**config.mk**
```make
export PLATFORM = sky130hd
export DESIGN_NAME = vp_recovery_sequencer
export DESIGN_NICKNAME = d
export VERILOG_FILES = /design/src/rtl/vp_recovery_sequencer.sv
export SDC_FILE = /design/constraint.sdc
export NUM_CORES = 1
export LEC_CHECK = 0
export CORE_MARGIN = 10
export CORE_UTILIZATION = 35
export DETAILED_ROUTE_END_ITERATION = 10
export PLACE_DENSITY_LB_ADDON = 0.08
export SYNTH_ARGS = -nofsm -noshare
export SYNTH_HDL_FRONTEND = slang
export SYNTH_SLANG_ARGS = --single-unit
```
**constraint.sdc**
```tcl
create_clock -name clk -period 5.3 [get_ports clk]
set_input_delay 1.06 -clock clk [delete_from_list [all_inputs] [get_ports clk]]
set_output_delay 1.06 -clock clk [all_outputs]
set_load 0.02 [all_outputs]
```
**src/rtl/vp_recovery_sequencer.sv**
```systemverilog
// -----------------------------------------------------------------------------
// vp_recovery_sequencer
//
// Purpose
//   Value-prediction recovery controller for a d-cache load miss. When a load
//   misses, the sequencer asks the value predictor for a guess and has the
//   register file take a snapshot. Once both are in hand, the memory stage
//   consumes the predicted value and the pipeline runs ahead speculatively.
//   When the true fill arrives it is compared with the guess:
//     - equal     : speculation is confirmed, nothing to undo;
//     - not equal : registers are restored from the snapshot, the front of the
//                   pipeline is flushed and the PC is redirected back to the
//                   load so it re-executes and hits in the cache.
//   Only one speculation is open at a time; further memory accesses are
//   stalled while one is in flight.
//
// Ports
//   clk, rst                       clock, synchronous active-high reset
//   ld_req_valid/write/hit/pc      memory-stage access and its d-cache result
//   pred_valid, pred_data          value predictor response
//   fill_valid, fill_data          d-cache miss fill (true value)
//   snap_ack, restore_done         snapshot captured / restore finished
//   vp_en, snap_take               request prediction / capture snapshot
//   use_pred                       select pred_data as the load result
//   snap_restore                   restore registers from snapshot
//   mem_ovr_stall, flush_all       stall / flush IF, DEC, EX, MEM
//   load_pc_we, load_pc_new        PC redirect (load_pc_new is 0 when idle)
//   busy                           sequencer is not idle
//   train_valid, train_correct     predictor training pulse and verdict
//   stat_pred, stat_mispred        saturating prediction statistics
//
// States
//   state     | meaning
//   ----------+-------------------------------------------------------------
//   IDLE      | no speculation open; a load miss opens one
//   WAIT_PRED | waiting for both the prediction and the snapshot acknowledge
//   SPEC      | predicted value consumed; waiting for the true fill
//   RESTORE   | mispredicted; registers being restored from the snapshot
//   REDIRECT  | one cycle of flush plus PC redirect back to the load
// -----------------------------------------------------------------------------
module vp_recovery_sequencer #(
    parameter int DATA_WIDTH = 32,
    parameter int ADDR_WIDTH = 32,
    parameter int CNT_WIDTH  = 16
) (
    input  logic                  clk,
    input  logic                  rst,

    input  logic                  ld_req_valid,
    input  logic                  ld_req_write,
    input  logic                  ld_req_hit,
    input  logic [ADDR_WIDTH-1:0] ld_req_pc,

    input  logic                  pred_valid,
    input  logic [DATA_WIDTH-1:0] pred_data,

    input  logic                  fill_valid,
    input  logic [DATA_WIDTH-1:0] fill_data,

    input  logic                  snap_ack,
    input  logic                  restore_done,

    output logic                  vp_en,
    output logic                  snap_take,
    output logic                  use_pred,
    output logic                  snap_restore,
    output logic                  mem_ovr_stall,
    output logic                  flush_all,
    output logic                  load_pc_we,
    output logic [ADDR_WIDTH-1:0] load_pc_new,
    output logic                  busy,
    output logic                  train_valid,
    output logic                  train_correct,
    output logic [CNT_WIDTH-1:0]  stat_pred,
    output logic [CNT_WIDTH-1:0]  stat_mispred
);

    typedef enum logic [2:0] {
        IDLE      = 3'd0,
        WAIT_PRED = 3'd1,
        SPEC      = 3'd2,
        RESTORE   = 3'd3,
        REDIRECT  = 3'd4
    } state_t;

    state_t                state;
    logic [ADDR_WIDTH-1:0] spec_pc;
    logic [DATA_WIDTH-1:0] pred_q;
    logic                  got_ack;
    logic                  got_pred;

    // Registered copies of the state-derived outputs, updated together with
    // the state so they line up exactly with it.
    logic                  busy_q;
    logic                  restore_q;
    logic                  redirect_q;
    logic [ADDR_WIDTH-1:0] pc_new_q;
    logic [CNT_WIDTH-1:0]  stat_pred_q;
    logic [CNT_WIDTH-1:0]  stat_mispred_q;

    logic load_miss;
    logic in_wait;
    logic in_spec;
    logic ack_now;
    logic pred_now;
    logic open_spec;
    logic pred_done;
    logic fill_in_spec;
    logic fill_match;

    assign load_miss = ld_req_valid & ~ld_req_write & ~ld_req_hit;
    assign in_wait   = (state == WAIT_PRED);
    assign in_spec   = (state == SPEC);

    // Acknowledge and prediction may each arrive before, or in the same cycle
    // as, the other; the sticky flag covers earlier arrivals.
    assign ack_now  = got_ack  | snap_ack;
    assign pred_now = got_pred | pred_valid;

    assign open_spec = ~rst & (state == IDLE) & load_miss;

    // A fill seen while still waiting kills the speculation, even when the
    // last missing event arrives in the same cycle.
    assign pred_done = ~rst & in_wait & ~fill_valid & ack_now & pred_now;

    assign fill_in_spec = ~rst & in_spec & fill_valid;

    // The only place the data buses reach a control output.
    assign fill_match = (fill_data == pred_q);

    always_ff @(posedge clk) begin
        if (rst) begin
            state          <= IDLE;
            spec_pc        <= '0;
            pred_q         <= '0;
            got_ack        <= 1'b0;
            got_pred       <= 1'b0;
            busy_q         <= 1'b0;
            restore_q      <= 1'b0;
            redirect_q     <= 1'b0;
            pc_new_q       <= '0;
            stat_pred_q    <= '0;
            stat_mispred_q <= '0;
        end else begin
            case (state)
                IDLE: begin
                    if (load_miss) begin
                        state    <= WAIT_PRED;
                        spec_pc  <= ld_req_pc;
                        got_ack  <= 1'b0;
                        got_pred <= 1'b0;
                        busy_q   <= 1'b1;
                    end
                end

                WAIT_PRED: begin
                    if (fill_valid) begin
                        state  <= IDLE;
                        busy_q <= 1'b0;
                    end else begin
                        if (snap_ack) begin
                            got_ack <= 1'b1;
                        end
                        if (pred_valid) begin
                            got_pred <= 1'b1;
                            pred_q   <= pred_data;
                        end
                        if (ack_now && pred_now) begin
                            state <= SPEC;
                            if (stat_pred_q != '1) begin
                                stat_pred_q <= stat_pred_q + CNT_WIDTH'(1);
                            end
                        end
                    end
                end

                SPEC: begin
                    if (fill_valid) begin
                        if (fill_match) begin
                            state  <= IDLE;
                            busy_q <= 1'b0;
                        end else begin
                            state     <= RESTORE;
                            restore_q <= 1'b1;
                            if (stat_mispred_q != '1) begin
                                stat_mispred_q <= stat_mispred_q + CNT_WIDTH'(1);
                            end
                        end
                    end
                end

                RESTORE: begin
                    if (restore_done) begin
                        state      <= REDIRECT;
                        restore_q  <= 1'b0;
                        redirect_q <= 1'b1;
                        pc_new_q   <= spec_pc;
                    end
                end

                REDIRECT: begin
                    state      <= IDLE;
                    redirect_q <= 1'b0;
                    pc_new_q   <= '0;
                    busy_q     <= 1'b0;
                end

                default: begin
                    state      <= IDLE;
                    busy_q     <= 1'b0;
                    restore_q  <= 1'b0;
                    redirect_q <= 1'b0;
                    pc_new_q   <= '0;
                end
            endcase
        end
    end

    // Event-driven pulses follow the inputs in the same cycle.
    assign vp_en         = open_spec;
    assign snap_take     = open_spec;
    assign use_pred      = pred_done;
    assign train_valid   = fill_in_spec;
    assign train_correct = fill_in_spec & fill_match;

    // Outputs are forced quiet while reset is asserted so that a reset taken
    // mid-sequence never lets a restore, flush or redirect escape.
    assign mem_ovr_stall = ~rst & (restore_q | ((in_wait | in_spec) & ld_req_valid));
    assign snap_restore  = ~rst & restore_q;
    assign flush_all     = ~rst & redirect_q;
    assign load_pc_we    = ~rst & redirect_q;
    assign load_pc_new   = rst ? '0 : pc_new_q;
    assign busy          = ~rst & busy_q;

    assign stat_pred    = stat_pred_q;
    assign stat_mispred = stat_mispred_q;

endmodule
```
==> results.md <==
- Worst EP required: between 4 and 5 ns
- Internal power: 2070 uW
- Fmax: between 0.2 and 0.25 GHz
- DR WL/cell: roughly 17 microns
- First-pass GRT wire length: about 28 mm
- Final hold viol count: 0
- Routed via count: between 5000 and 6000
- Count leader, synth: nand2_1
- Pre-antenna DRT Iters: 4
- Clk pwr share: approximately half
- CTS tree: done
- Share of cells above drive strength 1: 6.73%
- Port Buffer Count: between 150 and 200
- Via/cell ratio: a little under 5
- Final instance area: 8410 sq um
- # Post-CTS Setup Buffers: 0
- Max Cap Viol: 0
- Core Area: around 16000 sq um
- Die area: 22100 sq um
- Clk_lat worst skew: 0.42 ns
- CP Capture Type: output port
- Async SR Flop Fraction: 0%
- Syn nets: about 800
- # rows: 46
- Post-Route Skew: between 0.009 and 0.01 ns
- Comb power frac: 10.4%
- CP Max Fanout: 2
- Final hold slack: around 0.46 ns
- CTS Hold Bufs: 0
- Final nets: 956
- # resized after CTS: 0
- Buf/Inv on CP: 2
- Hold crit path type: register to register
- Netlist cell types: 45
- Data arrival, critical path: ~3.3 ns
- Num ports: 179
- Top post-synthesis cells by area: dfxtp_1 (47%), nand2_1 (9.5%), a21oi_1 (6.4%)
- Synth warn: 0
- Die W: about 150 microns
- Setup violations, final: 0
- Worst setup SP type: primary input
- Setup Crit Path Kind: primary input to output port
- Initial antenna violation count: 1
- Worst path slowest cell: clkdlybuf4s50_1
- Dpl cell area: ~7700 sq um
- CTS buffer count: 17
- Vias in the first global route: between 5000 and 6000
- Min cycle time layout: around 4.4 ns
- Leakage: between 0.003 and 0.004 uW
- H-Tree Depth: 4
- Yosys top cell area share: 47.0%
- Starting Density: 36.1%
- Gr usage total: between 10% and 20%
- Largest net degree at the start of global routing: 94
- Detailed-route DRC error count: 0
- IR drop worst, VDD: around 220 uV
- Top delay family on crit path: buffers and inverters
- Slew HR: around 18%
- Worst path cell trace: clkdlybuf4s50_1, xor2_1, nor4_1, nand4_1, nor4_1, clkdlybuf4s50_1
- Status: completed
- Final setup TNS: 0 ns
- CTS Sinks: 136
- Post-route ant nets: 0
- Switching power: a little over 600 uW
- Clock transition at path regs: 0.06 ns
- Antenna cells: 0
- DR iter-0 viols: 260
- Sequential Power Share: between 40% and 50%
- Worst-Margin Slew: 1.23 ns
- Grt ovf: 0
- P per Cell Area: about 320 nW/um^2
- #FFs+latches synth: around 140
- Post-synth EDFFs: 0
- Total Wirelength: about 18 mm
- Post-detail-place hpwl: ~13 mm
- Post-synth top flop: dfxtp_1
- Clock tree buffer depth: 2
- Die Y: roughly 150 microns
- Layout area overhead: 45.2%
- Gpl congestion: approximately 0.84
- RSZ-0062 raised after global routing: no
- Synthesized cell area: 5790 sq um
- Average size of a mapped cell: around 8.4 sq um
- Seq/Total Area, Yosys: a little under half
- Fin. max-slew vios: 0
- Mapped Cells: 688
- Post-synth top area cell: dfxtp_1
- Synth top cells by count: nand2_1 (147), dfxtp_1 (136), a21oi_1 (74)
- Worst path max stage delay: slightly below 0.7 ns
- Net Sw Frac: between 20% and 30%
- Root Driver: clkbuf_16
- Final period util: between 80% and 90%
==> stage by stage <==
step | total power (uW) | util (%) | cells | setup WS (ns)
floorplan | 1260 | - | 688 | 1.86
global placement | 1390 | 48.2 | 1046 | 0.998
detailed placement | 1400 | 48.2 | 1046 | 0.936
CTS | 2720 | 52.4 | 1078 | 0.935
global route | 2800 | 52.4 | 1078 | 0.737
finish | 2700 | 52.4 | 1078 | 0.932
==> state kept, by name, indices dropped and copies added (netlist names) <==
signal,cells
pc_new_q,32
restore_q,1
redirect_q,1
got_ack,1
stat_pred,16
stat_mispred,16
got_pred,1
spec_pc,32
state,3
pred_q,32
busy_q,1
==> final timing paths <==
path                                                from                  endpoint  slack [ns]  cells after the start
worst min-delay path            spec_pc[31]$_SDFFE_PP0P_  spec_pc[31]$_SDFFE_PP0P_        0.46                      2
worst max register to register   pred_q[22]$_SDFFE_PP0P_     state[1]$_SDFFE_PP0P_        2.61                      7
worst max-delay path                        fill_data[2]             train_correct        0.93                      6
worst min register to register  spec_pc[31]$_SDFFE_PP0P_  spec_pc[31]$_SDFFE_PP0P_        0.46                      2
==> cells by family after synthesis <==
| family | synth area share [%] |
|---|---|
| xor+xnor | 7.11 |
| fa+ha+maj | 0.432 |
| flops | 47.0 |
| mux | 2.10 |
| buf+inv | 3.63 |
| compound gates | 14.0 |
| simple gates | 25.7 |
==> cells in the final DEF (no fill, tap or decap), types with 6 or more instances in the layout <==
master and n:
nand3_1 10, xnor2_1 11, and3_1 6, nor2b_1 43
buf_4 10, nand2_1 147, dfxtp_1 136, a21oi_1 74
inv_1 6, nor4_1 13, a22o_1 32, xor2_1 36
nand4_1 12, nor2_1 49, clkbuf_16 17, clkdlybuf4s50_1 177
mux2_2 9
==> power groups by stage <==
| stage | combinational (uW) | sequential [uW] | clock (uW) |
|---|---|---|---|
| 2_1_floorplan | 160 | 1100 | 0 |
| 3_3_place_gp | 276 | 1110 | 0 |
| 3_5_place_dp | 282 | 1120 | 0 |
| 4_1_cts | 283 | 1090 | 1350 |
| 5_1_grt | 312 | 1100 | 1390 |
| 6_report | 280 | 1100 | 1320 |
==> tightest hold or removal path, cell delays in order, from the launching register on <==
cell     delay, ns
dfxtp_1       0.31
nand2_1       0.05
a21oi_1       0.05
==> final cells by class <==
| cell class | instances | area [sq um] |
|---|---|---|
| Sequential cell | 136 | 2720 |
| Clock inverter | 11 | 194 |
| Clock buffer | 21 | 470 |
| Inverter | 6 | 22.5 |
| Multi-Input combinational cell | 501 | 2890 |
| Fill cell | 1485 | 7650 |
| Timing Repair Buffer | 187 | 1850 |
| Tap cell | 216 | 270 |
==> per-layer routing <==
metal	track usage [%]	part of all wire (%)	routed length, microns	up-vias
li1	-	-	-	2658
met1	18.3	43	7640	2492
met2	26.7	48	8540	147
met3	6.43	7.8	1400	18
met4	4.51	1.3	227	2
met5	0	0.045	8	-
Power figures use the tool's default switching activity.
